## src/rtl/fixed_order_arbiter_requester.sv

```systemverilog
// Requester-side agent for the 4-way fixed-order arbiter: turns job pulses into level
// requests, retires one job per valid grant, and flags drops, protocol errors and starvation.
module fixed_order_arbiter_requester #(
    parameter int N       = 4,
    parameter int CNT_W   = 3,
    parameter int TIMEOUT = 16,
    parameter int WAIT_W  = 5
) (
    input  logic                 clk,
    input  logic                 rst,
    input  logic                 run,
    input  logic [N-1:0]         job_in,
    input  logic [N-1:0]         grant,
    output logic [N-1:0]         req,
    output logic                 enable,
    output logic [N*CNT_W-1:0]   pending,
    output logic [N-1:0]         drop_err,
    output logic                 grant_err,
    output logic [N-1:0]         starve,
    output logic [15:0]          served
);

    localparam logic [CNT_W-1:0]  CNT_MAX  = '1;
    localparam logic [WAIT_W-1:0] WAIT_LIM = WAIT_W'(TIMEOUT);

    logic [CNT_W-1:0]  cnt      [N];
    logic [WAIT_W-1:0] wait_cnt [N];

    logic          grant_onehot;
    logic          grant_valid;
    logic [N-1:0]  vgrant;

    for (genvar g = 0; g < N; g++) begin : g_chan
        assign req[g]                     = (cnt[g] != '0);
        assign pending[g*CNT_W +: CNT_W]  = cnt[g];
    end

    // A grant is honoured only as a whole: one-hot, aimed at a requesting channel, while enabled.
    assign grant_onehot = (grant != '0) && ((grant & (grant - N'(1))) == '0);
    assign grant_valid  = grant_onehot && enable && ((grant & req) != '0);
    assign vgrant       = grant_valid ? grant : '0;

    always_ff @(posedge clk) begin
        if (rst) begin
            enable    <= 1'b0;
            drop_err  <= '0;
            grant_err <= 1'b0;
            starve    <= '0;
            served    <= '0;
            for (int i = 0; i < N; i++) begin
                cnt[i]      <= '0;
                wait_cnt[i] <= '0;
            end
        end else begin
            enable <= run;

            if ((grant != '0) && !grant_valid)
                grant_err <= 1'b1;

            if (grant_valid)
                served <= served + 16'd1;

            for (int i = 0; i < N; i++) begin
                // A job arriving together with its retiring grant nets out, even when full.
                case ({job_in[i], vgrant[i]})
                    2'b10: begin
                        if (cnt[i] == CNT_MAX)
                            drop_err[i] <= 1'b1;
                        else
                            cnt[i] <= cnt[i] + CNT_W'(1);
                    end
                    2'b01:   cnt[i] <= cnt[i] - CNT_W'(1);
                    default: cnt[i] <= cnt[i];
                endcase

                // Waiting is only measured while the arbiter is allowed to run.
                if (enable) begin
                    if (vgrant[i] || !req[i]) begin
                        wait_cnt[i] <= '0;
                    end else if (wait_cnt[i] != WAIT_LIM) begin
                        wait_cnt[i] <= wait_cnt[i] + WAIT_W'(1);
                        if (wait_cnt[i] == WAIT_LIM - WAIT_W'(1))
                            starve[i] <= 1'b1;
                    end
                end
            end
        end
    end

endmodule

```

## config.mk

```make
export PLATFORM = sky130hd
export DESIGN_NAME = fixed_order_arbiter_requester
export DESIGN_NICKNAME = d
export VERILOG_FILES = /design/src/rtl/fixed_order_arbiter_requester.sv
export SDC_FILE = /design/constraint.sdc
export NUM_CORES = 1
export LEC_CHECK = 0
export CAP_MARGIN = 20
export CORE_MARGIN = 1
export CORE_UTILIZATION = 54
export CTS_BUF_LIST = sky130_fd_sc_hd__clkbuf_16
export DETAILED_ROUTE_END_ITERATION = 16
export MAX_ROUTING_LAYER = met4
export PLACE_DENSITY = 0.8
export SLEW_MARGIN = 20
export SYNTH_ARGS = -nofsm -noshare
export SYNTH_HDL_FRONTEND = slang
export SYNTH_SLANG_ARGS = --single-unit
```

## constraint.sdc

```tcl
create_clock -name clk -period 3.5 [get_ports clk]
set_input_delay 0.875 -clock clk [delete_from_list [all_inputs] [get_ports clk]]
set_output_delay 0.875 -clock clk [all_outputs]
set_load 0.005 [all_outputs]
```

# After elaboration in Yosys (flattened, before gate mapping)
# Memories as Yosys holds them, arrays and structs flattened.
# Index checks and enable logic that the tools add are counted.
# word_totals
reg_bits	26
ram_bits	32
input_bits	11
out_inout_bits	42
mem_count	2
# memory_table
memory	words	word_bits	rd	rd_clocked_by_memory_dff	wr	line_no	rtl
wait_cnt	4	5	4	0	4	27	logic [WAIT_W-1:0] wait_cnt [N];
cnt	4	3	4	0	4	26	logic [CNT_W-1:0] cnt [N];
# classes
n_addsub	14
n_eq_ne	20
n_mux	99
bitwise_logic	26
reduce_logical	32
# op_table
op	n
$mux W1	78
$mux W5	8
$mux W3	12
$add A5 B1 Y5 const B	4
$eq A5 B4 Y1 const B	4
$ne A5 B5 Y1 const B	4
$or A1 B1 Y1	20
$add A16 B1 Y16 const B	1
$reduce_and A4 Y1	4
$add A3 B1 Y3 const B	4
$eq A3 B3 Y1 const B	4
$reduce_bool A3 Y1	4
$sub A3 B1 Y3 const B	4
$and A4 B4 Y4	2
$eq A2 B1 Y1 const B	4
$eq A2 B2 Y1 const B	4
$reduce_and A2 Y1	4
$reduce_bool A4 Y1	2
$reduce_or A2 Y1	4
$logic_not A1 Y1	5
$logic_and A1 B1 Y1	4
$logic_not A4 Y1	1
$logic_or A1 B1 Y1	4
$mux W4	1
2 further kinds	5

# Depth between registers and ports, before layout
# depth
ltp_word	14
mapped_depth	13

# Worst setup path after synthesis
# No wires, ideal clock.
# synth_timing
kind	input to register
startpoint	input grant[2]
endpoint	memory cnt[1][2] (data pin)
arrival_time_ns	3.017
required_time_ns	3.244
setup_slack_ns	0.227
path_stages	12
n_path_buf	1
path_cell_list	buf_2 -> nor4b_2 -> a211oi_2 -> nor3b_2 -> nand2_1 -> inv_1 -> ha_1 -> nand2b_1 -> fa_1 -> xor2_1 -> xnor2_1 -> nor2b_1
# synth_rtl
item	line_no	rtl
start: declaration	13	input logic [N-1:0] grant,
end: declaration	26	

==> results.json <==
{
  "status": "completed",
  "worstPathMaxFanout": 6,
  "std_cell_rows": 28,
  "hold_viol": 0,
  "yosys.area.top_type": "edfxtp_1",
  "synthesis.area_um2": 3300,
  "drt_iter0_drc": 158,
  "vias_per_cell": 5.41,
  "io_buffers": 52,
  "start_kind": "primary input",
  "synth_top_area_share_pct": 29.1,
  "fin_skew_ns": 0.00620,
  "cp_data_arrival_time_ns": 3.16,
  "syn_to_final_growth_pct": 33.2,
  "place.gp.congestion": 0.809,
  "dpl.hpwl_um": 5290,
  "dpl-instance-area_um2": 4050,
  "cts_tree": "yes",
  "synthFlopType": "edfxtp_1",
  "synthCells": 347,
  "r2r-start": "cnt[3][0]",
  "grt-ovfl-total": 0,
  "min_from": "drop_err[3]",
  "worstPathCellList": "dlymetal6s2s_1 > nor4b_4 > a211oi_2 > nor3b_2 > buf_4 > nand2_1 > inv_1 > ha_1 > nand2b_1 > fa_1 > xor2_1 > xnor2_1 > nor2b_1",
  "drive_above_1_share_pct": 10.7,
  "final_cell_mix": "clkdlybuf4s50_1 (48), inv_1 (46), nor2_1 (45), edfxtp_1 (32), dfxtp_1 (26)",
  "drtAntennaViolNets": 0,
  "rsz0062_at_grt": "false",
  "critPathCaptureType": "register",
  "setup.worst_path.class": "in2reg",
  "syn_avg_cell_area_um2": 9.51,
  "fmax_mhz": 324,
  "num_vias": 2731,
  "grt_pass1_vias": 2605,
  "hold_path_depth": 2,
  "maxSlewViolCount": 0,
  "seq_area_frac_synth_pct": 44.9,
  "min_period_ns": 3.09,
  "io_pins": 53,
  "numCtsBuffers": 9,
  "path_clk_slew_ns": 0.05,
  "synth_seq_cells": 58,
  "setup_violations": 0,
  "antennaDiodeCount": 0,
  "cp_data_required_time_ns": 3.57,
  "cts_buffer_depth": 2,
  "dieArea_um2": 6430,
  "synth_nets": 386,
  "rr_worst_depth": 14,
  "grt_usage_pct": 25.7,
  "cts_sinks": 58,
  "ys_types": 44,
  "cp_slowest_cell": "fa_1",
  "max-slew-margin-rel_pct": 70.9,
  "yosysWarnings": 0,
  "grt_start_max_net_pins": 23,
  "nets": 464,
  "post_drt_wl_per_cell_um": 14.7,
  "firstDrtPassIters": 4,
  "root_buffer": "clkbuf_16",
  "pwr_density_cell_nw_per_um2": 448,
  "startpoint": "grant[0]",
  "insertion_delay_ns": 0.32,
  "max_stage_delay_ns": 0.39,
  "fp.dieW_um": 80.2,
  "final_area_um2": 4400,
  "synthTopCellsByArea": "edfxtp_1 (29%), dfxtp_1 (16%), ha_1 (9.5%), inv_1 (5.1%), nor2_1 (5.1%)",
  "die_h_um": 80.2,
  "tightest_slew_ns": 0.436,
  "leakage_nw": 1.82,
  "grt_antenna_before_repair": 0,
  "synth_edf_count": 32,
  "maxCapViolations": 0,
  "peakVddDrop_mv": 0.401,
  "worst_hold_slack_ns": 0.472,
  "post-route-drc-count": 0,
  "layout_commonest_cell": "clkdlybuf4s50_1",
  "core_area_um2": 5920,
  "routed_wirelength_um": 7400,
  "setup_tns_ns": 0,
  "min_path_type": "reg2reg",
  "initial_utilization_pct": 55.7,
  "cts_max_level": 3,
  "timing.final.crit_share_pct": 88.2,
  "async_flop_share_pct": 0,
  "grt_pass1_wl_um": 12200,
  "ctsHoldBuffers": 0
}
## Yosys cell counts (5+ instances only)
| master | number |
|---|---|
| nor2_1 | 45 |
| ha_1 | 25 |
| dfxtp_1 | 26 |
| nor3_1 | 11 |
| nor2b_1 | 7 |
| o21ai_1 | 5 |
| inv_1 | 45 |
| nand4_1 | 5 |
| clkbuf_1 | 7 |
| o31ai_1 | 6 |
| edfxtp_1 | 32 |
| xor2_1 | 9 |
| a21oi_1 | 16 |
| a21o_1 | 5 |
| nand3_1 | 11 |
| a31oi_1 | 6 |
| and3_1 | 5 |
| nand2_1 | 18 |
| xnor2_1 | 13 |
## through the flow
step / power [mW] / std cells / util, % / worst slack, ns
finish: 1.97 / 505 / 74.3 / 0.412
CTS: 1.97 / 504 / 73.7 / 0.0384
global route: 2.04 / 505 / 74.3 / 0.290
detailed placement: 1.07 / 488 / 68.4 / -0.239
floorplan: 0.945 / 347 / - / 0.227
global placement: 1.06 / 488 / 68.4 / -0.112
## cell families (layout without fill, tap and decap cells)
| logic type | after synthesis | after routing | synth area share, % |
|---|---|---|---|
| compound gates | 50 | 50 | 10.2 |
| xor+xnor | 22 | 22 | 5.84 |
| fa+ha+maj | 28 | 28 | 11.3 |
| buf+inv | 55 | 138 | 6.29 |
| flops | 58 | 58 | 44.9 |
| mux | 3 | 3 | 0.986 |
| simple gates | 131 | 131 | 20.5 |
## path summary, 6_finish.rpt
kind / to / slack, ns
setup / recovery: cnt[1][2] / 0.41
hold / removal: drop_err[3] / 0.47
setup reg to reg: cnt[1][2] / 0.57
hold reg to reg: drop_err[3] / 0.47
## state kept, by name, summed over array words and instances, names as in the netlist
name,flops
enable,1
grant_err,1
served,16
drop_err,4
wait_cnt,20
cnt,12
starve,4
## per-layer routing
metal  up-vias  GRT usage (%)  wire (um)
li1       1354              -          -
met3        14           4.55        320
met1      1296           30.8       3210
met5         -              -          0
met4         0           11.6        115
met2        67           42.4       3760
## worst max-delay path: cells and delay by family
kind            cells  cell delay [ns]
compound gates      1             0.09
xor+xnor            2             0.38
fa+ha+maj           2             0.55
buf+inv             3             0.51
simple gates        5             0.74
## power by group
group / internal (mW) / total (mW) / switching, mW
Sequential: 0.762 / 0.804 / 0.0417
Clock: 0.614 / 0.910 / 0.295
Combinational: 0.129 / 0.256 / 0.126
## cell type report
cell class / count / area (um2)
multi-input combinational: 234 / 1630
fill: 407 / 1520
sequential: 58 / 1480
timing repair buffer: 76 / 711
clock buffer: 9 / 225
inverter: 46 / 173
tap: 75 / 93.8
clock inverter: 7 / 83.8
## what timing repair did
item / CTS / global route
resized for setup: 0 / 6
hold endpoints to repair: 0 / 0
endpoints found under the setup margin: 0 / 3
buffers inserted: 0 / 1
Power figures use the tool's default switching activity.
==> edit, RTL diff (same flow settings) <==
Change the parameter `N` from 4 to 8.
--- a/src/rtl/fixed_order_arbiter_requester.sv
+++ b/src/rtl/fixed_order_arbiter_requester.sv
@@ -1,7 +1,7 @@
 // Requester-side agent for the 4-way fixed-order arbiter: turns job pulses into level
 // requests, retires one job per valid grant, and flags drops, protocol errors and starvation.
 module fixed_order_arbiter_requester #(
-    parameter int N       = 4,
+    parameter int N       = 8,
     parameter int CNT_W   = 3,
     parameter int TIMEOUT = 16,
     parameter int WAIT_W  = 5
Interface: changed (6 resized); port bits go from 53 to 85. The function was not compared with the original's and may differ.
==> edit against the original RTL <==
- the run now ends with negative setup slack left
- power grew 57%
- register-to-register slack lost 0.39 ns
- synthesized area grew 86%
- final cell count grew 82%
- sequential cell count grew 40
- routed wire length grew 120%
- fmax shrank 13%
- global-route usage grew 2.8 points
- setup slack lost 0.46 ns
- cell area grew 90%
- critical path type unchanged
==> edit: results (changes against the original RTL) <==
| Metric | Value |
|---|---|
| Post-synthesis sequential area ratio | 0.424 (-0.0245) |
| Pre-CTS WS | -0.725 ns (-0.486 ns) |
| Post CTS Setup Buffer Count | 8 (+8) |
| Synthesis-to-finish area growth | 36.5% |
| Final hold slack | 0.467 ns (-0.00504 ns) |
| Complex-gate fraction of the synthesized area | 0.110 (+0.00839) |
| Multiplexer share of the synthesized area | 0.0218 (+0.0120) |
| First-pass iteration count of the detailed router | 5 (+1) |
| Vias in the first global route | 5312 (+100%) |
| Xor/xnor cell area share of the yosys netlist | 0.0443 (-0.0141) |
| Wire per inst | 17.5 µm (+20%) |
| Logic pwr share | 0.182 (+0.052) |
| Count of cells resized by post-cts repair | 30 (+30) |
| Die ar. | 11800 µm² (+83%) |
| Post-synth top cells | inv_1 (65), edfxtp_1 (64), nor2_1 (47) |
| Status | complete, but fails checks |
| Final non-clock buffer share | 0.199 (+0.0378) |
| Leakage | 3.27 nW (+80%) |
| Failing checks | negative setup slack |
| DR iter-0 viols | 377 (+140%) |
| Slew margin rel. | 0.322 (-0.387) |
| Biggest regs | wait_cnt: 40 flops, cnt: 24 flops, served: 16 flops |
| Storage cell area | 2600 µm² (+76%) |
| Final setup violation count | 6 (+6) |
| Worst Slack Setup Final | -0.0464 ns (-0.459 ns) |
[edit: cell count changes in the layout (fill, tap and decap cells not counted), moves of 10 or more]
cell             unedited run  this run
ha_1                       25        38
nor4_1                      4        15
nor3_1                     11        41
nand3_1                    11        28
inv_1                      46        65
nor2b_1                     7        17
buf_4                      24        94
clkdlybuf4s50_1            48        77
edfxtp_1                   32        64
[edit: how the worst max path moves through the flow]
| stage | start | to | slack, ns | cells after the start |
|---|---|---|---|---|
| after floorplan | grant[1] | cnt[1][2] | -0.21 | 11 |
| after CTS | grant[3] | cnt[1][2] | -0.12 | 12 |
| after global placement | grant[1] | cnt[1][8] | -0.64 | 13 |
| after detailed placement | grant[1] | cnt[1][2] | -0.73 | 13 |
| after global routing | grant[0] | cnt[1][8] | -0.12 | 13 |
| final | grant[0] | cnt[1][2] | -0.05 | 13 |
[edit: per-layer routing]
metal,track usage,part of all wire,vias to the layer above,wire [µm]
met5,-,0,-,0
met4,0.0869,0.018,0,288
met3,0.0440,0.052,31,839
met2,0.522,0.53,170,8560
met1,0.316,0.40,2554,6420
li1,-,-,2506,-
[edit: cell families (layout without fill, tap and decap cells)]
| group | Yosys count | after routing |
|---|---|---|
| AO/OA/AOI/OAI | 76 | 76 |
| buffers and inverters | 90 | 269 |
| flip-flops | 98 | 98 |
| multiplexers | 12 | 12 |
| AND/OR/NAND/NOR | 241 | 241 |
| adder cells (fa/ha/maj) | 52 | 52 |
| XOR/XNOR | 31 | 31 |
[edit: critical path, stage by stage]
cell      delay (ns)
buf_8           0.10
or4_4           0.57
buf_6           0.15
a211oi_4        0.30
nor2_4          0.12
buf_12          0.15
nor4b_4         0.29
ha_2            0.25
nand2_2         0.07
fa_2            0.38
xor2_2          0.16
xnor2_1         0.16
nor2b_1         0.07
